==> config.mk <==
export PLATFORM = sky130hd
export DESIGN_NAME = fetch_ctrl
export DESIGN_NICKNAME = d
export VERILOG_FILES = /design/src/rtl/fetch_ctrl.sv
export SDC_FILE = /design/constraint.sdc
export NUM_CORES = 1
export LEC_CHECK = 0
export BUFFER_PORTS_ARGS = -buffer_cell sky130_fd_sc_hd__buf_4
export CAP_MARGIN = 10
export CORE_AREA = 2 2 81 83
export DETAILED_ROUTE_END_ITERATION = 12
export DIE_AREA = 0 0 83 85
export GPL_TIMING_DRIVEN = 0
export PLACE_DENSITY_LB_ADDON = 0.2
export SLEW_MARGIN = 20
export SYNTH_ARGS = -nofsm -noshare
export SYNTH_HDL_FRONTEND = slang
export SYNTH_SLANG_ARGS = --single-unit
==> constraint.sdc <==
create_clock -name clk -period 3.9 [get_ports clk]
set_clock_uncertainty 0.2 [all_clocks]
set_input_delay 0.195 -clock clk [delete_from_list [all_inputs] [get_ports clk]]
set_output_delay 0.195 -clock clk [all_outputs]
set_load 0.005 [all_outputs]
==> src/rtl/fetch_ctrl.sv <==
// fetch_ctrl: instruction fetch sequencer.
// Owns the 16-bit PC. It keeps at most one instruction-memory read
// outstanding and holds one fetched instruction for decode. It honours
// decode stalls, redirects on taken branches, and parks when HLT is fetched.
//
// Ports:
//   clk, rst     clock and synchronous active-high reset
//   stall        decode cannot accept the buffered instruction this cycle
//   br_taken     taken branch from execute; flush and redirect
//   br_target    redirect address (bit 0 forced to 0)
//   imem_req     single-cycle read request pulse (combinational)
//   imem_addr    read address, valid while imem_req=1
//   imem_ready   read data valid this cycle
//   imem_rdata   returned instruction word
//   instr        buffered instruction to decode
//   instr_pc     address the buffered instruction was fetched from
//   instr_valid  buffer holds an instruction
//   pc           next fetch address
//   halted       HLT fetched; fetch parked
module fetch_ctrl #(
  parameter logic [15:0] RESET_PC    = 16'h0000,
  parameter logic [3:0]  HALT_OPCODE = 4'hF
) (
  input  logic        clk,
  input  logic        rst,
  input  logic        stall,
  input  logic        br_taken,
  input  logic [15:0] br_target,
  output logic        imem_req,
  output logic [15:0] imem_addr,
  input  logic        imem_ready,
  input  logic [15:0] imem_rdata,
  output logic [15:0] instr,
  output logic [15:0] instr_pc,
  output logic        instr_valid,
  output logic [15:0] pc,
  output logic        halted
);

  typedef enum logic [1:0] {
    S_ISSUE = 2'd0,
    S_WAIT  = 2'd1,
    S_DRAIN = 2'd2,
    S_HALT  = 2'd3
  } state_t;

  state_t      state;
  logic        consume;
  logic        is_hlt;
  logic [15:0] target;

  assign consume   = instr_valid & ~stall;
  assign is_hlt    = (imem_rdata[15:12] == HALT_OPCODE);
  assign target    = br_target & 16'hFFFE;
  // The request may only issue when the buffer is empty or is drained this
  // same cycle. That way a returning read can never overwrite a live instruction.
  assign imem_req  = ~rst & (state == S_ISSUE) & ~br_taken & (~instr_valid | ~stall);
  assign imem_addr = pc;

  always_ff @(posedge clk) begin
    if (rst) begin
      state       <= S_ISSUE;
      pc          <= RESET_PC;
      instr       <= '0;
      instr_pc    <= '0;
      instr_valid <= 1'b0;
      halted      <= 1'b0;
    end else begin
      // Consumption clears the buffer. A refill or flush later in this block
      // takes precedence.
      if (consume) instr_valid <= 1'b0;

      case (state)
        S_ISSUE: begin
          if (br_taken) begin
            pc          <= target;
            instr_valid <= 1'b0;
          end else if (imem_req) begin
            state <= S_WAIT;
          end
        end

        S_WAIT: begin
          if (br_taken) begin
            pc          <= target;
            instr_valid <= 1'b0;
            // If the read is still in flight, its late response must be absorbed.
            state       <= imem_ready ? S_ISSUE : S_DRAIN;
          end else if (imem_ready) begin
            instr       <= imem_rdata;
            instr_pc    <= pc;
            instr_valid <= 1'b1;
            if (is_hlt) begin
              halted <= 1'b1;
              state  <= S_HALT;
            end else begin
              pc    <= pc + 16'd2;
              state <= S_ISSUE;
            end
          end
        end

        S_DRAIN: begin
          if (br_taken) begin
            pc          <= target;
            instr_valid <= 1'b0;
          end
          if (imem_ready) state <= S_ISSUE;
        end

        S_HALT: begin
          if (br_taken) begin
            halted      <= 1'b0;
            pc          <= target;
            instr_valid <= 1'b0;
            state       <= S_ISSUE;
          end
        end

        default: state <= S_ISSUE;
      endcase
    end
  end

endmodule

==> summary.txt, run 1 <==
Status
  – Outcome: finished, final reports clean

Power
  – Clock group share of total power: 33.7%
  – Reg power frac: 50.0%
  – Sw Ratio: 25.5%
  – Switching power: 283 uW
  – Comb pwr share: 16.3%
  – Leakage: 0.00150 uW
  – Maximum vdd drop: 0.224 mV
  – Internal power consumption: 825 uW
  – Pwr dens: 311 mW/mm^2

STA
  – Slew Limit Fails: 0
  – Slew HR: 53.6%
  – Hold Slack: 0.0125 ns
  – Final Cycle Share: 59.4%
  – Final setup fails: 0
  – Total negative slack: 0 ns
  – Fin. Hold Viols: 0
  – Worst slew pin tran: 0.694 ns
  – Fmax: 432 MHz
  – Period minus WS final: 2.32 ns
  – Final WS setup: 1.58 ns
  – Unrepaired setup endpoints after global routing: false

Worst setup path
  – Cells on worst reg2reg path: 5
  – Max FO, Critical Path: 9
  – Reg-to-Reg Start: imem_addr[1]$_SDFFE_PP0P_
  – CP endpoint kind: flop
  – Capturing point of the worst reg2reg path: imem_addr[13]$_SDFFE_PP0P_
  – FF-to-FF setup slack: 1.58 ns
  – Critical path class: flop to flop
  – Worst Path Required: 3.90 ns
  – Critical Path Source Type: flop
  – Arrival @ worst endpoint: 2.32 ns

Yosys
  – Post-synthesis async set-or-reset flop share: 0%
  – Post-Syn Area: 0.00237 mm^2
  – Synth Warn #: 0
  – Count leader, synth: nand2_1
  – Cell taking the most area after synthesis: dfxtp_1
  – Synth unique cells: 40
  – Most used DFF post-synth: dfxtp_1
  – Ranking of synthesized cells by area: dfxtp_1, nand2_1, a21oi_1
  – Post-synth top cells: nand2_1, dfxtp_1, a21oi_1
  – Post-synthesis cell count: 314
  – Sequential fraction of the synthesis area: 42.1%
  – Syn_area_per_cell: 7.56 um^2
  – Yosys reg bits: 50
  – Post-synth EDFFs: 0
  – Top-area cell type share of the netlist area: 42.1%

Clock tree
  – Total CTS buffers: 5
  – Post-cts sizing count: 0
  – Clk sink count: 50
  – CTS tree: yes
  – H-tree depth: 2
  – CTS Buffer Depth: 2
  – Skew-Pair Late Insertion Delay: 0.31 ns
  – Reg clk slew, reported paths: 0.10 ns
  – Root Driver: clkbuf_8

Placed design
  – Routability Congestion: 0.887
  – Port bufs: 99
  – Setup WS pre-CTS: 1.61 ns
  – Placed cells: 492
  – DP HPWL: 5090 um
  – Area after DPL: 0.00322 mm^2

Floorplanning
  – Die height: 85 um
  – Die area: 0.00706 mm^2
  – I/O pin total: 104
  – Die X: 83 um
  – Rows: 29
  – Core area: 0.00620 mm^2
  – Initial Utilization: 38.3%

Final layout
  – Sequential cell area: 0.00100 mm^2
  – Layout area overhead: 50.1%
  – Layout Cells excl Fill: 523
  – Multi-input gate area: 0.00115 mm^2
  – Filler cells: 590
  – Post-route cell area: 0.00356 mm^2
  – ANT cells: 0
  – Share of post-route cells with drive strength above 1: 28.9%
  – Total Nets Final: 483

Drt
  – Final ANT Viol Nets: 0
  – DRT iter0 DRCs: 146
  – Final wirelength: 7220 um
  – Via density: 5.01
  – Drt pass-1 iters: 4
  – DR vias: 2620
  – DR WL/cell: 13.8 um
  – Residual DRC: 0

Min path
  – Worst hold stages: 4
  – Worst min path class: input pin to flop
  – WHS Endpoint: imem_addr[14]$_SDFFE_PP0P_
  – Hold path start: br_target[14]

Global routing
  – Largest net degree at the start of global routing: 17
  – Initial antenna violation count: 0
  – All-Layer GR Usage: 20.3%
  – First-pass GRT wire length: 11900 um
  – Total gr overflow: 0
  – Number of global-route vias before repair: 2429

Flow run
  – Max Cap Violations: 0
==> what timing repair did <==
item	in CTS	in global routing
hold buffers	23	0
buffers inserted	0	0
endpoints found under the hold margin	23	0
==> worst max-delay path: stages, from the launching register on <==
cell,delay [ns]
dfxtp_1,0.54
ha_1,0.29
nand3_2,0.16
or4_4,0.57
a21o_1,0.20
a32o_1,0.25
==> metal layers <==
| layer | global-route usage, % | wire length (um) | part of all wire (%) |
|---|---|---|---|
| met5 | 0 | 0 | 0 |
| met3 | 3.11 | 310 | 4.3 |
| met4 | 5.37 | 96 | 1.3 |
| met2 | 34.2 | 3530 | 49 |
| met1 | 27.2 | 3280 | 45 |
==> flip-flops by register name, summed over array words and instances, names as in the netlist <==
name	count
imem_addr	15
instr_pc	15
halted	1
state	2
instr	16
instr_valid	1
==> power by group through the flow <==
| stage | combinational (uW) | sequential (uW) | clock [uW] |
|---|---|---|---|
| finish | 180 | 554 | 374 |
| global placement | 159 | 565 | 0 |
| global route | 199 | 558 | 400 |
| detailed placement | 162 | 566 | 0 |
| floorplan | 76.5 | 559 | 0 |
| CTS | 181 | 554 | 386 |
==> final cells by class <==
type / count / share of cell area, %
Sequential cell: 50 / 28.1
Clock inverter: 3 / 1.23
Multi-Input combinational cell: 224 / 32.4
Timing Repair Buffer: 122 / 27.3
Tap cell: 77 / 2.70
Buffer: 37 / 5.83
Clock buffer: 5 / 1.93
Inverter: 5 / 0.527
==> stage by stage <==
step / total power [uW] / util, %
floorplan: 636 / -
detailed placement: 727 / 51.9
global route: 1160 / 57.5
finish: 1110 / 57.5
global placement: 724 / 51.9
CTS: 1120 / 57.5
==> worst max path at each step <==
stage                                         start                    endpoint  cells after the start
after global routing      imem_addr[1]$_SDFFE_PP0P_  imem_addr[13]$_SDFFE_PP0P_                      5
after global placement    imem_addr[1]$_SDFFE_PP0P_  imem_addr[13]$_SDFFE_PP0P_                      5
after detailed placement  imem_addr[1]$_SDFFE_PP0P_  imem_addr[13]$_SDFFE_PP0P_                      5
final                     imem_addr[1]$_SDFFE_PP0P_  imem_addr[13]$_SDFFE_PP0P_                      5
after CTS                 imem_addr[1]$_SDFFE_PP0P_  imem_addr[13]$_SDFFE_PP0P_                      5
after floorplan           imem_addr[1]$_SDFFE_PP0P_  imem_addr[13]$_SDFFE_PP0P_                      5
==> kinds of logic (layout without fill, tap and decap cells) <==
group,count (synthesis),in the layout,synth area share [%]
other cells,1,3,0.158
fa+ha+maj,1,1,0.527
buf+inv,42,172,9.54
compound gates,87,87,21.9
flops,50,50,42.1
simple gates,133,133,25.8
==> layout by cell type (no fill, tap or decap), types with 5 or more instances in the layout <==
cell,synthesis,final
nor2_1,13,13
nand2_1,77,77
and2_0,5,5
nor3_1,10,10
clkbuf_8,0,5
inv_1,5,5
clkbuf_1,17,17
buf_4,18,117
dfxtp_1,50,50
a21oi_1,41,41
dlygate4sd3_1,0,23
o21ai_0,19,19
(Power assumes the default switching activity.)
==> inputs of run 2 (changes only) <==
==> constraint.sdc (replaced) <==
create_clock -name clk -period 2.1 [get_ports clk]
set_clock_uncertainty 0.2 [all_clocks]
set_input_delay 0.105 -clock clk [delete_from_list [all_inputs] [get_ports clk]]
set_output_delay 0.105 -clock clk [all_outputs]
set_load 0.005 [all_outputs]
==> summary.txt, run 2 (synthesis results as in run 1) <==
Worst setup path
  – Worst Path Required: 2.10 ns (was 3.90 ns)
  – Cells on worst reg2reg path: 5 (unchanged)
  – Max stage delay on crit path: 0.55 ns (was 0.57 ns)
  – Critical Path Source Type: flop (unchanged)
  – CP bufs+invs: 0 (unchanged)
  – Crit-path slowest cell: or4_4 (unchanged)
  – Critical Path Stages: 5 (unchanged)
  – Critical path's top delay family: simple AND/OR/NAND/NOR gates (unchanged)
  – Critical-path cell list: ha_4 > nand3_2 > or4_4 > a21o_1 > a32o_1 (was ha_1 > nand3_2 > or4_4 > a21o_1 > a32o_1)
  – Critical path class: flop to flop (unchanged)
  – CP endpoint kind: flop (unchanged)
  – Max FO, Critical Path: 8 (was 9)
  – Arrival @ worst endpoint: 2.03 ns (was 2.32 ns)

Clock tree
  – Root Driver: clkbuf_8 (unchanged)
  – H-tree depth: 2 (unchanged)
  – CTS Buffer Depth: 2 (unchanged)
  – CTS tree: yes (unchanged)
  – Clk sink count: 50 (unchanged)
  – Total CTS buffers: 5 (unchanged)
  – Reg clk slew, reported paths: 0.10 ns (about the same)
  – Skew-Pair Late Insertion Delay: 0.31 ns (about the same)

STA
  – Fmax: 493 MHz (was 432 MHz)
  – Period minus WS final: 2.03 ns (was 2.32 ns)
  – Fin. Hold Viols: 0 (unchanged)
  – Unrepaired setup endpoints after global routing: false (unchanged)
  – Slew HR: 51.7% (was 53.6%)
  – Worst slew pin tran: 0.723 ns (was 0.694 ns)
  – Final WS setup: 0.0717 ns (was 1.58 ns)
  – Slew Limit Fails: 0 (unchanged)
  – Final Cycle Share: 96.6% (was 59.4%)
  – Final setup fails: 0 (unchanged)
  – Total negative slack: 0 ns (unchanged)

Global routing
  – Initial antenna violation count: 0 (unchanged)
  – Largest net degree at the start of global routing: 17 (unchanged)
  – Number of global-route vias before repair: 2449 (was 2429)
  – All-Layer GR Usage: 20.4% (was 20.3%)
  – First-pass GRT wire length: 12000 um (was 11900 um)
  – Total gr overflow: 0 (unchanged)

Status
  – Outcome: finished, final reports clean (unchanged)

Placed design
  – Setup WS pre-CTS: -0.194 ns (was 1.61 ns)
  – DP HPWL: 5090 um (unchanged)
  – Routability Congestion: 0.887 (unchanged)
  – Port bufs: 99 (unchanged)

Power
  – Leakage: 0.00156 uW (was 0.00150 uW)
  – Power Total: 2080 uW (was 1110 uW)
  – Pwr dens: 563 mW/mm^2 (was 311 mW/mm^2)
  – Maximum vdd drop: 0.418 mV (was 0.224 mV)

Min path
  – Worst min path class: input pin to flop (unchanged)
  – Worst hold stages: 4 (unchanged)

Final layout
  – Largest reg by FF count: instr (unchanged)
  – ANT cells: 0 (unchanged)
  – Share of post-route cells with drive strength above 1: 31.4% (was 28.9%)
  – Most frequent cells in the layout: buf_4, nand2_1, dfxtp_1, a21oi_1, dlygate4sd3_1 (unchanged)
  – Layout area overhead: 55.5% (was 50.1%)
  – Most common cell after layout, fill and taps aside: buf_4 (unchanged)
  – Max reg flops: 16 (unchanged)
  – Filler cells: 580 (was 590)
  – Total Nets Final: 493 (was 483)

Floorplanning
  – I/O pin total: 104 (unchanged)
  – Die area: 0.00706 mm^2 (unchanged)
  – Die height: 85 um (unchanged)
  – Die X: 83 um (unchanged)
  – Rows: 29 (unchanged)
  – Initial Utilization: 38.3% (unchanged)
  – Core area: 0.00620 mm^2 (unchanged)

Drt
  – Residual DRC: 0 (unchanged)
  – Via density: 5.03 (was 5.01)
  – Final ANT Viol Nets: 0 (unchanged)
  – DR vias: 2680 (was 2620)
  – Drt pass-1 iters: 4 (unchanged)
  – Final wirelength: 7300 um (was 7220 um)
  – DRT iter0 DRCs: 177 (was 146)
  – DR WL/cell: 13.7 um (was 13.8 um)

Flow run
  – Max Cap Violations: 0 (unchanged)
run 2: path summary, 6_finish.rpt:
path                            slack, ns                       from                    endpoint
worst max register to register       0.07  imem_addr[2]$_SDFFE_PP0P_  imem_addr[13]$_SDFFE_PP0P_
worst max-delay path                 0.07  imem_addr[2]$_SDFFE_PP0P_  imem_addr[13]$_SDFFE_PP0P_
worst min-delay path                 0.01               br_target[5]   imem_addr[5]$_SDFFE_PP0P_
worst min register to register       0.26      instr[1]$_SDFFE_PP0P_       instr[1]$_SDFFE_PP0P_
run 2: worst reg2reg max path: cells and delay by family (launching register included):
family / cells / cell delay, ns
AO/OA/AOI/OAI: 2 / 0.45
AND/OR/NAND/NOR: 2 / 0.70
flip-flops: 1 / 0.42
adder cells (fa/ha/maj): 1 / 0.16
run 2: report_power, final:
| part | switching (uW) | internal, uW | leakage (uW) |
|---|---|---|---|
| registers | 52.9 | 978 | 0.000409 |
| logic | 140 | 212 | 0.00109 |
| clock network | 340 | 358 | 0.0000585 |
| total | 533 | 1550 | 0.00156 |
run 2: per-layer routing:
metal  GRT usage (%)  wire length, um  part of all wire (%)
met3            3.11              341                   4.7
met4            5.37               98                   1.3
met2            34.5             3670                    50
met5               0                0                     0
met1            27.3             3190                    44
run 2: layout make-up:
class,instances,area [um^2],share of cell area [%]
well taps,77,96.3,2.61
inverters,5,18.8,0.508
flip-flops and latches,50,1010,27.4
repair buffers,133,1080,29.1
multi-input cells,224,1170,31.6
clock buffers,5,68.8,1.86
plain buffers,36,209,5.66
clock inverters,3,43.8,1.19
run 2: stage by stage:
step           std cells  instance area (um^2)  utilization (%)  hold slack (ns)
6_report             533                  3690             59.5           0.0117
2_1_floorplan        316                  2380                -           0.0410
5_1_grt              533                  3690             59.5           0.0551
3_3_place_gp         492                  3220             51.9            0.153
4_1_cts              531                  3660             58.9          0.00871
3_5_place_dp         492                  3220             51.9            0.161
run 2: timing repair:
item	in CTS	in global routing
setup endpoints to repair	3	36
gates resized for setup	6	12
hold buffers	31	0
endpoints found under the hold margin	31	0
setup buffers	0	3
